$ cat src/rtl/mem_access_unit.sv
// MEM-stage load/store responder: drives a byte-strobed synchronous data RAM,
// aligns load/store lanes and sign/zero-extends loads. All outputs are registered.
module mem_access_unit #(
  parameter int unsigned RD_LATENCY = 1,
  parameter int unsigned WADDR_W    = 14
) (
  input  logic               clk,
  input  logic               reset_n,
  input  logic               req,
  input  logic               we,
  input  logic [2:0]         funct3,
  input  logic [31:0]        addr,
  input  logic [31:0]        wdata,
  output logic               busy,
  output logic               done,
  output logic               err,
  output logic [31:0]        rdata,
  output logic               ram_en,
  output logic [3:0]         ram_we,
  output logic [WADDR_W-1:0] ram_addr,
  output logic [31:0]        ram_wdata,
  input  logic [31:0]        ram_rdata
);

  localparam logic [1:0] StIdle   = 2'd0;
  localparam logic [1:0] StAccess = 2'd1;
  localparam logic [1:0] StWait   = 2'd2;
  localparam logic [1:0] StDone   = 2'd3;

  localparam logic [1:0] LatM1 = 2'(RD_LATENCY - 1);

  logic [1:0]         state_q, state_d;
  logic [1:0]         cnt_q, cnt_d;
  logic               we_q;
  logic [2:0]         f3_q;
  logic [1:0]         off_q;
  logic               illegal;
  logic               accept;
  logic [3:0]         ram_we_d;
  logic [31:0]        ram_wdata_d;
  logic [31:0]        shifted;
  logic [31:0]        ext;
  logic [31:0]        rdata_d;
  logic [WADDR_W-1:0] ram_addr_d;

  always_comb begin
    illegal = 1'b0;
    case (funct3)
      3'b000:  illegal = 1'b0;
      3'b001:  illegal = addr[0];
      3'b010:  illegal = (addr[1:0] != 2'b00);
      3'b100:  illegal = we;
      3'b101:  illegal = we | addr[0];
      default: illegal = 1'b1;
    endcase
  end

  assign accept = (state_q == StIdle) && req;

  always_comb begin
    state_d = state_q;
    cnt_d   = cnt_q;
    case (state_q)
      StIdle: begin
        if (req) state_d = illegal ? StDone : StAccess;
      end
      StAccess: begin
        if (we_q) begin
          state_d = StDone;
        end else begin
          state_d = StWait;
          cnt_d   = LatM1;
        end
      end
      StWait: begin
        if (cnt_q == 2'd0) state_d = StDone;
        else               cnt_d   = cnt_q - 2'd1;
      end
      default: state_d = StIdle;
    endcase
  end

  // ACCESS is only ever entered from IDLE, so strobes come straight from the request inputs.
  always_comb begin
    ram_we_d    = 4'b0000;
    ram_wdata_d = 32'h0;
    if (state_d == StAccess && accept && we) begin
      case (funct3[1:0])
        2'b00: begin
          ram_we_d    = 4'b0001 << addr[1:0];
          ram_wdata_d = {4{wdata[7:0]}};
        end
        2'b01: begin
          ram_we_d    = 4'b0011 << addr[1:0];
          ram_wdata_d = {2{wdata[15:0]}};
        end
        default: begin
          ram_we_d    = 4'b1111;
          ram_wdata_d = wdata;
        end
      endcase
    end
  end

  assign ram_addr_d = (accept && !illegal) ? addr[WADDR_W+1:2] : ram_addr;

  always_comb begin
    shifted = ram_rdata >> {off_q, 3'b000};
    case (f3_q)
      3'b000:  ext = {{24{shifted[7]}}, shifted[7:0]};
      3'b001:  ext = {{16{shifted[15]}}, shifted[15:0]};
      3'b100:  ext = {24'h0, shifted[7:0]};
      3'b101:  ext = {16'h0, shifted[15:0]};
      default: ext = shifted;
    endcase
  end

  assign rdata_d = (state_q == StWait && cnt_q == 2'd0) ? ext : rdata;

  always_ff @(posedge clk or negedge reset_n) begin
    if (!reset_n) begin
      state_q   <= StIdle;
      cnt_q     <= 2'd0;
      we_q      <= 1'b0;
      f3_q      <= 3'b000;
      off_q     <= 2'b00;
      busy      <= 1'b0;
      done      <= 1'b0;
      err       <= 1'b0;
      rdata     <= 32'h0;
      ram_en    <= 1'b0;
      ram_we    <= 4'b0000;
      ram_addr  <= '0;
      ram_wdata <= 32'h0;
    end else begin
      state_q   <= state_d;
      cnt_q     <= cnt_d;
      if (accept) begin
        we_q  <= we;
        f3_q  <= funct3;
        off_q <= addr[1:0];
      end
      busy      <= (state_d != StIdle);
      done      <= (state_d == StDone);
      err       <= accept && illegal;
      rdata     <= rdata_d;
      ram_en    <= (state_d == StAccess);
      ram_we    <= ram_we_d;
      ram_addr  <= ram_addr_d;
      ram_wdata <= ram_wdata_d;
    end
  end

endmodule

$ cat config.mk
export PLATFORM = sky130hd
export DESIGN_NAME = mem_access_unit
export DESIGN_NICKNAME = d
export VERILOG_FILES = /design/src/rtl/mem_access_unit.sv
export SDC_FILE = /design/constraint.sdc
export NUM_CORES = 1
export LEC_CHECK = 0
export CELL_PAD_IN_SITES_DETAIL_PLACEMENT = 1
export CELL_PAD_IN_SITES_GLOBAL_PLACEMENT = 1
export CORE_MARGIN = 1
export CORE_UTILIZATION = 32
export CTS_CLUSTER_SIZE = 14
export DETAILED_ROUTE_END_ITERATION = 6
export PLACE_DENSITY = 0.8
export SLEW_MARGIN = 5
export SYNTH_ARGS = -nofsm -noshare
export SYNTH_HDL_FRONTEND = slang
export SYNTH_SLANG_ARGS = --single-unit
$ cat constraint.sdc
create_clock -name clk -period 2.7 [get_ports clk]
set_clock_uncertainty 0.2 [all_clocks]
set_input_delay 0.675 -clock clk [delete_from_list [all_inputs] [get_ports clk]]
set_output_delay 0.675 -clock clk [all_outputs]
set_load 0.02 [all_outputs]
## Word level (Yosys, flattened, before mapping)

Cells that the tools add are included.
W data, S select, Z words.

- Bits in registers: 96
- Output and inout port bits: 86

- Muxes and demuxes: 14
- Bitwise gates (word level): 1
- Shift-type cells: 3
- $add $sub $neg: 1
- Reduce and logical (&&, ||, !) cells: 16
- Equality and inequality tests: 14

Operators with widths:

| cell | number |
|---|---|
| $pmux W32 S4 | 1 |
| $pmux W32 S2 | 1 |
| $mux W32 | 1 |
| $shr A32 B5 Y32 | 1 |
| $eq A3 B3 Y1 const B | 4 |
| $mux W2 | 5 |
| $pmux W4 S2 | 1 |
| $eq A2 B1 Y1 const B | 3 |
| $eq A3 B1 Y1 const B | 2 |
| $logic_and A1 B1 Y1 | 6 |
| $logic_not A2 Y1 | 3 |
| $logic_not A3 Y1 | 2 |
| $pmux W2 S3 | 1 |
| $reduce_bool A2 Y1 | 3 |
| $pmux W1 S5 | 1 |
| $eq A2 B2 Y1 const B | 2 |
| $mux W4 | 1 |
| $ne A2 B2 Y1 const B | 2 |
| $pmux W2 S2 | 1 |
| $shl A1 B2 Y4 const A | 1 |
| $shl A2 B2 Y4 const A | 1 |
| $eq A3 B2 Y1 const B | 1 |
| $reduce_and A3 Y1 | 1 |
| $sub A2 B1 Y2 const B | 1 |
| 3 further kinds | 3 |

## Longest topological paths before layout

- Word-level depth: 9
- Gate-level depth with buffers: 8
- Gate-level depth less buffers: 6

## Worst setup path after synthesis

Ideal clock, no wire load.

- Path kind: input -> register
- From: input port funct3[1]
- To: register ram_wdata[15]
- Setup time: 73 ps
- Path slack: 212 ps
- Cell stages on the path: 7
- Data required time: 2427 ps
- Data arrival time: 2215 ps
- Path buffers: 3
- Path through: clkbuf_1 > a221oi_1 > o21bai_2 > or4b_1 > buf_2 > buf_6 > a21oi_2

- Word-level cells in the longest chain between the ends: 9
- Elaborated cells between the ends (all ways): 16
- Those cells by class: eq/ne (6); mux (6); reduce/logical (4)

RTL lines:

| element | RTL line | text |
|---|---|---|
| start, declared | 11 | `input logic [2:0] funct3,` |
| $eq A3 B3 Y1 (tied with other cells) | 48 | `case (funct3)` |
| $pmux W1 S5 | 48 |  |
| $mux W2 (2 in a row) | 65 | `if (req) state_d = illegal ? StDone : StAccess;` |
| $pmux W2 S3 | 63 | `case (state_q)` |
| $eq A2 B1 Y1 | 87 | `if (state_d == StAccess && accept && we) begin` |
| $logic_and A1 B1 Y1 (2 in a row) | 87 |  |
| $mux W32 * | 87 |  |
| net ram_wdata_d[15] | 40 | `logic [31:0] ram_wdata_d;` |
| end signal, assigned | 150 | `ram_wdata <= ram_wdata_d;` |
| end, declared | 21 | `output logic [31:0] ram_wdata,` |

The timed path passes the listed nets; every way through them passes the cells marked *.
A chain may end at the register's enable or synchronous reset.

## Final worst setup path

- From: input port funct3[0]
- To: register ram_wdata[10]

The elaborated chain is that of the path after synthesis.

==> results.toml <==
[status]
outcome = "finished, final reports clean"

[worst_setup_path]
critPathSlowestCell = "sky130_fd_sc_hd__or4b_1"
path_cells = "clkdlybuf4s50_1 -> nor4_2 -> buf_4 -> o21bai_2 -> or4b_1 -> buf_12 -> a21oi_1"
regToRegStartpoint = "state_q[0]"
cpPeakStageDelay_ps = 590
r2r_end = "rdata[28]"
setup.worst_path.end_class = "register"
worst-path-max-fanout = 24
rrSetupSlack_ps = 250
cell_type_group_with_the_largest_total_delay_on_the_critical_path = "simple AND/OR/NAND/NOR gates"
setup.worst_path.class = "in2reg"
worst-endpoint-arrival_ps = 2670
path_buf_inv = 3
rr_worst_depth = 7
worst_setup_path_start_kind = "input pin"
worst_ep_required_time_ps = 2760

[power]
p_per_area_nw_per_um2 = 969.5
cellLeakagePower_uw = 0.002900
power.ir.vdd_worst_uv = 388.7

[place]
gp_congestion = 0.8208
dpl_worst_slack_ps = -285.8
dp_cells = 719
place_hpwl_um = 10360
placement.io_buffers = 172

[cts]
cts.htree.levels = 3
clk_pin_slew_worst_paths_ps = 60
clkLatencyLatePin_ps = 350
cts_made_buffers = 9
clockRootBuffer = "sky130_fd_sc_hd__clkbuf_16"
clock_path_buffers = 2
cts.sink_count = 96
tritoncts_clock_tree = "done"
cts_hold_buf = 0

[synth]
synthesis.instances = 372
synth.ff_latch_count = 96
synth.yosys.warnings = 0
ys_seq_area_share_pct = 55.77
syn_area_per_cell_um2 = 11.58
synth_top_area_share_pct = 55.77
mappedNetlistNets = 480
synth.top_cells.by_area = "sky130_fd_sc_hd__dfrtp_1 (56%), sky130_fd_sc_hd__mux2i_1 (7.2%), sky130_fd_sc_hd__mux2_2 (7.1%)"
yosysUniqueCellTypes = 38
synthesis.area_um2 = 4308
biggest_area_consumer_among_synthesized_cells = "sky130_fd_sc_hd__dfrtp_1"

[drt]
drtIter0Drc = 168
drcViolationCount = 0
vias = 3746
drtAntennaViolNets = 0
vias_per_cell = 5.097
average_routed_wire_per_standard_cell_um = 18.64
drt-total-wl_um = 13700
firstDrtPassIters = 4

[global_route]
grtUsageTotal_pct = 20.35
grt_start_max_net_pins = 37
grt_first_pass_wirelength_um = 21900
antenna_violations_before_repair = 0
grt-ovfl-total = 0
first_global_vias = 4156

[finish]
area.growth.synth_to_final_pct = 55.07
antenna_cells_inserted = 0
share_of_cells_above_drive_strength_1_pct = 14.85
design.final.nets = 662
final_standard_cell_count_with_taps_included_and_fillers_excluded = 735

[timing]
layout_min_cycle_time_ps = 2612
grt_setup_unrepaired = "false"
slew_violations = 0
setup_viol = 0
tightest_slew_ps = 723.2
max-slew-margin-rel_pct = 51.63
maxClockFrequency_mhz = 382.9
postLayoutSetupSlackWorst_ps = 88.21
finalHoldViolCount = 0
setup-tns-final_ps = 0
final.period_utilization_pct = 96.73

[floorplan]
fp-row-count = 42
floorplan.initialDensity_pct = 32.66
fp.dieH_um = 118.0
dieWidth_um = 118.0
ios = 189
core_area_um2 = 13190
fp.dieArea_um2 = 13930

[hold_path]
hold_path_class = "in2async"

[run]
maxCapViolations = 0
==> stage by stage <==
stage	total power, uW	hold slack [ps]	instance area (um^2)	util (%)
2_1_floorplan	3769	179.4	4308	-
3_3_place_gp	4977	263.2	6330	47.99
3_5_place_dp	5091	265.7	6330	47.99
4_1_cts	6530	50.36	6660	50.49
5_1_grt	6818	74.55	6680	50.64
6_report	6476	49.63	6680	50.64
==> flip-flops by register name, summed over array words and instances (netlist names) <==
signal,count
ram_en,1
busy,1
state_q,2
err,1
cnt_q,2
off_q,2
ram_addr,14
we_q,1
rdata,32
ram_wdata,32
ram_we,4
f3_q,3
done,1
==> logic make-up (layout without fill, tap and decap cells) <==
logic type	count (synthesis)	in the layout	share of synthesized area, %
AND/OR/NAND/NOR	83	83	9.120
multiplexers	59	59	14.78
adder cells (fa/ha/maj)	5	5	1.452
flip-flops	96	96	55.77
buffers and inverters	29	216	3.021
AO/OA/AOI/OAI	100	100	15.86
==> power breakdown <==
part,internal (uW),total (uW),switching [uW]
clock network,842,1410,570
logic,1440,2930,1490
registers,1860,2130,272
==> worst register-to-register path, delay by kind of cell, from the launching register on <==
family                   cells  cell delay, ps
flip-flops                   1             410
adder cells (fa/ha/maj)      1             260
buffers and inverters        2             340
AO/OA/AOI/OAI                1             260
AND/OR/NAND/NOR              3             890
==> placed cells by master, fill, tap and decap left out, types with 4 or more instances in the layout <==
| cell | n |
|---|---|
| sky130_fd_sc_hd__clkbuf_16 | 9 |
| sky130_fd_sc_hd__nand2_1 | 23 |
| sky130_fd_sc_hd__nor2_1 | 32 |
| sky130_fd_sc_hd__mux2_2 | 27 |
| sky130_fd_sc_hd__o21a_1 | 7 |
| sky130_fd_sc_hd__dfrtp_1 | 96 |
| sky130_fd_sc_hd__ha_1 | 5 |
| sky130_fd_sc_hd__clkdlybuf4s50_1 | 171 |
| sky130_fd_sc_hd__and2_1 | 10 |
| sky130_fd_sc_hd__a221o_1 | 16 |
| sky130_fd_sc_hd__inv_1 | 6 |
| sky130_fd_sc_hd__a2bb2oi_1 | 7 |
| sky130_fd_sc_hd__o21ai_0 | 27 |
| sky130_fd_sc_hd__mux2i_1 | 31 |
| sky130_fd_sc_hd__a21oi_1 | 27 |
| sky130_fd_sc_hd__nor2_2 | 6 |
| sky130_fd_sc_hd__buf_4 | 21 |
| sky130_fd_sc_hd__a21oi_2 | 4 |
==> cells in the mapped netlist (all sizes together) <==
cell type and n:
mux4 1, a2bb2oi 7, ha 5, or4b 1
or3 1, inv 6, mux2 27, o21a 7
a311oi 1, a211oi 2, a21o 2, clkbuf 14
nor3 3, or2 1, o22ai 1, a221o 16
a22o 3, mux2i 31, buf 9, and2 10
nor3b 1, nand2 23, dfrtp 96, and4 1
a21oi 31, nor2b 2, nor2 38, o21ai 27
a221oi 1, o21bai 2, nor4b 1, nor4 1
==> worst max path at each step <==
| stage | depth (start not counted) | slack (ps) | end | from |
|---|---|---|---|---|
| after floorplan | 7 | 210 | ram_wdata[15] | funct3[1] |
| final | 7 | 90 | ram_wdata[10] | funct3[0] |
| after detailed placement | 6 | -290 | ram_wdata[10] | addr[0] |
| after CTS | 6 | 70 | ram_wdata[10] | addr[0] |
| after global routing | 7 | 20 | ram_wdata[14] | funct3[0] |
| after global placement | 6 | -230 | ram_wdata[10] | addr[0] |
==> cell type report <==
| class | instances | area, um^2 |
|---|---|---|
| multi-input cells | 247 | 1795 |
| clock inverters | 6 | 91.34 |
| inverters | 6 | 22.52 |
| well taps | 176 | 220.2 |
| fillers | 1416 | 6510 |
| repair buffers | 194 | 1909 |
| flip-flops and latches | 96 | 2402 |
| clock buffers | 10 | 239.0 |
==> metal layers <==
layer | up-vias | GRT usage [%] | wire (um)
met5 | - | 0 | 0
met4 | 0 | 8.894 | 381
met3 | 24 | 7.994 | 1287
met2 | 159 | 34.63 | 6731
met1 | 1864 | 22.39 | 5301
li1 | 1699 | - | -
==> repair_timing <==
action	CTS	global route
endpoints found under the setup margin	0	18
setup buffers	0	0
gates resized for setup	0	3
(Power assumes the default switching activity.)
==> patch 1 (config.mk and constraints unchanged) <==
Take the reset off `rdata`, `ram_addr` and `ram_wdata` and load them in a clocked block of their own.
--- a/src/rtl/mem_access_unit.sv
+++ b/src/rtl/mem_access_unit.sv
@@ -128,9 +128,6 @@
       done      <= 1'b0;
       err       <= 1'b0;
-      rdata     <= 32'h0;
       ram_en    <= 1'b0;
       ram_we    <= 4'b0000;
-      ram_addr  <= '0;
-      ram_wdata <= 32'h0;
     end else begin
       state_q   <= state_d;
@@ -144,10 +141,13 @@
       done      <= (state_d == StDone);
       err       <= accept && illegal;
-      rdata     <= rdata_d;
       ram_en    <= (state_d == StAccess);
       ram_we    <= ram_we_d;
-      ram_addr  <= ram_addr_d;
-      ram_wdata <= ram_wdata_d;
     end
+  end
+
+  always_ff @(posedge clk) begin
+    rdata     <= rdata_d;
+    ram_addr  <= ram_addr_d;
+    ram_wdata <= ram_wdata_d;
   end
 
Behaviour: not the same (a bounded check fails within 4 cycles, from zero or initial values and one cycle with reset_n low).
==> patch 1 against the original RTL <==
- sequential power is 5% higher
- utilization is 1.1 points higher
- power is 8.8% lower
- worst setup slack better by 380 ps
- non-clock buffer count is 8 lower
- wire length is 12% lower
- synthesized area is 5.9% lower
- critical path depth is 2 lower
- register-to-register slack better by 240 ps
- sequential cell count stayed put
- final area is 5.8% lower
- synthesized cell count is 3.8% lower
- largest power group unchanged
==> patch 1: results <==
set metrics [dict create \
    outcome "finished clean" \
    hp-class "reg2reg" \
    synthTopCellsByCount "sky130_fd_sc_hd__nor2_1 (60), sky130_fd_sc_hd__edfxtp_1 (46), sky130_fd_sc_hd__mux2i_1 (36), sky130_fd_sc_hd__dfxtp_1 (32), sky130_fd_sc_hd__nand2_1 (27)" \
    first_pass_grt_wire_length_mm 18.4 \
    seq_area_frac_synth_pct 61.0 \
    post_synth_edffs 46 \
    placed_cells_incl_taps 692 \
    critical_path.max_fanout 14 \
    crit_path_max_incr_delay_ps 470 \
    met2_length_mm 6.29 \
    route.layer.met1.wl_mm 4.63 \
    pwr-share-seq_pct 37.8 \
    globalRouteTotalUtil_pct 18.8 \
    timing.reg2reg.setup_slack_ps 490 \
    detailed_place.area_mm2 0.00600 \
    crit_family "buffers and inverters" \
    synthArstFlopShare_pct 18.8 \
    dr_wl_met3_um 806 \
    syn_inst 358 \
    initialDrtViolationCount 124 \
    synth_cell_type_count 37 \
    power.leakage_nw 2.47 \
    timing.critical_path.slowest_stage_cell "sky130_fd_sc_hd__clkdlybuf4s50_1" \
    post_route_cells_drive_above_1_share_pct 7.96 \
    ys.flop_type "sky130_fd_sc_hd__edfxtp_1" \
    route.detailed.wl_per_inst_um 17.0 \
    synth_area_leaders "sky130_fd_sc_hd__edfxtp_1 (34%), sky130_fd_sc_hd__dfxtp_1 (16%), sky130_fd_sc_hd__dfrtp_1 (11%), sky130_fd_sc_hd__mux2i_1 (8.9%), sky130_fd_sc_hd__nor2_1 (5.6%)" \
    clock_group_total_power_mw 1.28 \
    finish.cell_count_without_fillers 708 \
    synth_fp_nets 466 \
    grt_max_degree 37 \
    intPower_mw 3.83 \
    tightest_pin_transition_ps 637 \
    vias_in_the_first_global_route 3579 \
    ir_drop_v 0.000367 \
    critPathArrivalTime_ps 2070 \
    finish.net_count 643 \
    dr_total_vias 3366 \
    max-clock-path-buffers 2 \
]
## patch 1: routing by layer
metal	global-route usage [%]	vias up
li1	-	1604
met1	20.4	1622
met2	33.8	117
met3	5.40	23
met4	8.57	0
met5	0	-
## patch 1: per-stage QoR
step | utilization (%) | power (mW) | hold slack, ps | setup slack [ps]
global placement | 49.3 | 4.58 | 294 | 117
CTS | 51.7 | 5.99 | 342 | 441
finish | 51.7 | 5.91 | 334 | 464
detailed placement | 49.3 | 4.70 | 324 | 77.0
floorplan | - | 3.63 | 179 | 74.2
global route | 51.7 | 6.24 | 368 | 323
## patch 1: worst paths after layout
path,startpoint,cells after the start,end
worst min-delay path,f3_q[1],2,f3_q[1]
worst max register to register,off_q[0],5,rdata[14]
worst min register to register,f3_q[1],2,f3_q[1]
worst max-delay path,addr[0],5,ram_addr[5]
max in group asynchronous,reset_n,2,cnt_q[1]
min in group asynchronous,reset_n,2,busy
## patch 1: kinds of logic (layout without fill, tap and decap cells)
| logic type | Yosys count | count (layout) | share of synthesized area (%) |
|---|---|---|---|
| AND/OR/NAND/NOR | 105 | 105 | 11.1 |
| flip-flops | 96 | 96 | 61.0 |
| AO/OA/AOI/OAI | 75 | 75 | 11.9 |
| multiplexers | 41 | 41 | 10.3 |
| buffers and inverters | 36 | 218 | 4.11 |
| adder cells (fa/ha/maj) | 5 | 5 | 1.54 |
## patch 1: final cells by class
cell class                 count  area (µm²)
sequential                    96        2470
multi-input combinational    226        1410
timing repair buffer         186        1840
fill                        1328        5870
clock inverter                 7        70.1
clock buffer                   9         225
inverter                      16        60.1
tap                          168         210
## patch 1: worst reg2reg max path: cells and delay by family (launching register included)
| family | cells | cell delay (ps) |
|---|---|---|
| simple gates | 2 | 160 |
| buf+inv | 1 | 410 |
| mux | 1 | 260 |
| compound gates | 1 | 290 |
| flops | 1 | 640 |
==> patch 2 (config.mk and constraints unchanged) <==
Made on the original files. `WADDR_W`: 14 -> 15.
--- a/src/rtl/mem_access_unit.sv
+++ b/src/rtl/mem_access_unit.sv
@@ -3,5 +3,5 @@
 module mem_access_unit #(
   parameter int unsigned RD_LATENCY = 1,
-  parameter int unsigned WADDR_W    = 14
+  parameter int unsigned WADDR_W    = 15
 ) (
   input  logic               clk,
Ports: changed (resized ram_addr); port bits go from 189 to 190. The function was not compared with the original's and may differ.
==> patch 2 against the original RTL <==
- final area grew 1.4%
- worst setup slack gained 23 ps
- count of clock-buffer cells in the layout grew 2
- synthesized area grew 0.84%
- power grew 1.9%
- sequential cell count grew 1
- wire length shrank 0.54%
- clock power grew 6%
- sequential share of layout area shrank 0.12 points
- largest cell class unchanged
==> patch 2: results <==
set metrics [dict create \
    power.leakage_nw 2.95 \
    synth_fp_nets 482 \
    dr_total_vias 3739 \
    hold-worst-slack_ps 149 \
    timing.rr.end "rdata[27]" \
    finish.cell_count_without_fillers 742 \
    placed_cells_incl_taps 726 \
    initialDrtViolationCount 148 \
    place_hpwl_mm 10.4 \
    tightest_pin_transition_ps 688 \
    post_route_cells_drive_above_1_share_pct 14.8 \
    detailed_place.area_mm2 0.00641 \
    timing.critical_path.slowest_stage_cell "sky130_fd_sc_hd__or4b_1" \
    top_regs "ram_wdata: 32 flops, rdata: 32 flops, ram_addr: 15 flops" \
    wl_mm 13.6 \
    critPathArrivalTime_ps 2660 \
    globalRouteTotalUtil_pct 20.4 \
    antenna-diode-count 0 \
    post-cts-setup-buffer-count 0 \
    portBuffers 174 \
    outcome "finished clean" \
    max_freq_ghz 0.386 \
    gpl.final_weighted_congestion 0.828 \
    ys.flop_type "sky130_fd_sc_hd__dfrtp_1" \
    vias_in_the_first_global_route 4115 \
    first_pass_grt_wire_length_mm 21.9 \
    crit_family "buffers and inverters" \
    synth_area_leaders "sky130_fd_sc_hd__dfrtp_1 (56%), sky130_fd_sc_hd__mux2_2 (7.3%), sky130_fd_sc_hd__mux2i_1 (7.1%), sky130_fd_sc_hd__a221o_1 (3.7%), sky130_fd_sc_hd__a21oi_1 (3.1%)" \
    ir_drop_v 0.000314 \
    synthTopCellsByCount "sky130_fd_sc_hd__dfrtp_1 (97), sky130_fd_sc_hd__nor2_1 (32), sky130_fd_sc_hd__mux2i_1 (31), sky130_fd_sc_hd__mux2_2 (28)" \
    clock_insertion_delay_worst_skew_ps 340 \
    seq_area_frac_synth_pct 55.9 \
    post_synth.cell_area_avg_um2 11.6 \
    htreeDepth 3 \
    finish.net_count 669 \
    worst-r2r-cell-count 7 \
    timing.reg2reg.setup_slack_ps 280 \
    dp_worst_setup_slack_ps -241 \
    grt_max_degree 51 \
    synthArstFlopShare_pct 100 \
    critical_path.max_fanout 23 \
]
patch 2: changes by cell type after synthesis, sizes merged:
| cell | before | now |
|---|---|---|
| dfrtp | 96 | 97 |
| mux2 | 27 | 28 |
patch 2: cells by family after synthesis:
logic type / synth area share, %
AO/OA/AOI/OAI: 15.7
adder cells (fa/ha/maj): 1.44
AND/OR/NAND/NOR: 9.04
multiplexers: 14.9
buffers and inverters: 3.00
flip-flops: 55.9
patch 2: through the flow:
step	util, %	TNS (ps)	power, mW
after floorplan	-	0	3.81
after global placement	48.4	-7620	5.03
after detailed placement	48.4	-9650	5.15
after CTS	51.1	0	6.68
after global routing	51.1	0	7.00
final	51.1	0	6.60
patch 2: power breakdown:
part	total (mW)	switching (mW)	internal [mW]
combinational	2.93	1.47	1.46
sequential	2.18	0.292	1.88
clock	1.49	0.535	0.958
total	6.60	2.30	4.30
patch 2: area by class of cell:
type	count	area, µm²
Inverter	6	22.5
Fill cell	1409	6470
Multi-Input combinational cell	248	1790
Tap cell	176	220
Clock inverter	4	98.8
Timing Repair Buffer	199	1950
Sequential cell	97	2430
Clock buffer	12	256
patch 2: metal layers:
| layer | share of wire (%) | global-route usage, % |
|---|---|---|
| met3 | 9.0 | 8.30 |
| met1 | 39 | 22.5 |
| met4 | 1.2 | 5.70 |
| met5 | 0 | 0 |
| met2 | 51 | 36.0 |
patch 2: worst max path at each step:
stage / from / cells after the start / endpoint
2_1_floorplan: funct3[1] / 7 / ram_wdata[15]
3_3_place_gp: addr[0] / 7 / ram_wdata[13]
3_5_place_dp: addr[0] / 7 / ram_wdata[9]
4_1_cts: addr[0] / 7 / ram_wdata[9]
5_1_grt: addr[0] / 7 / ram_wdata[9]
6_report: addr[0] / 7 / ram_wdata[29]
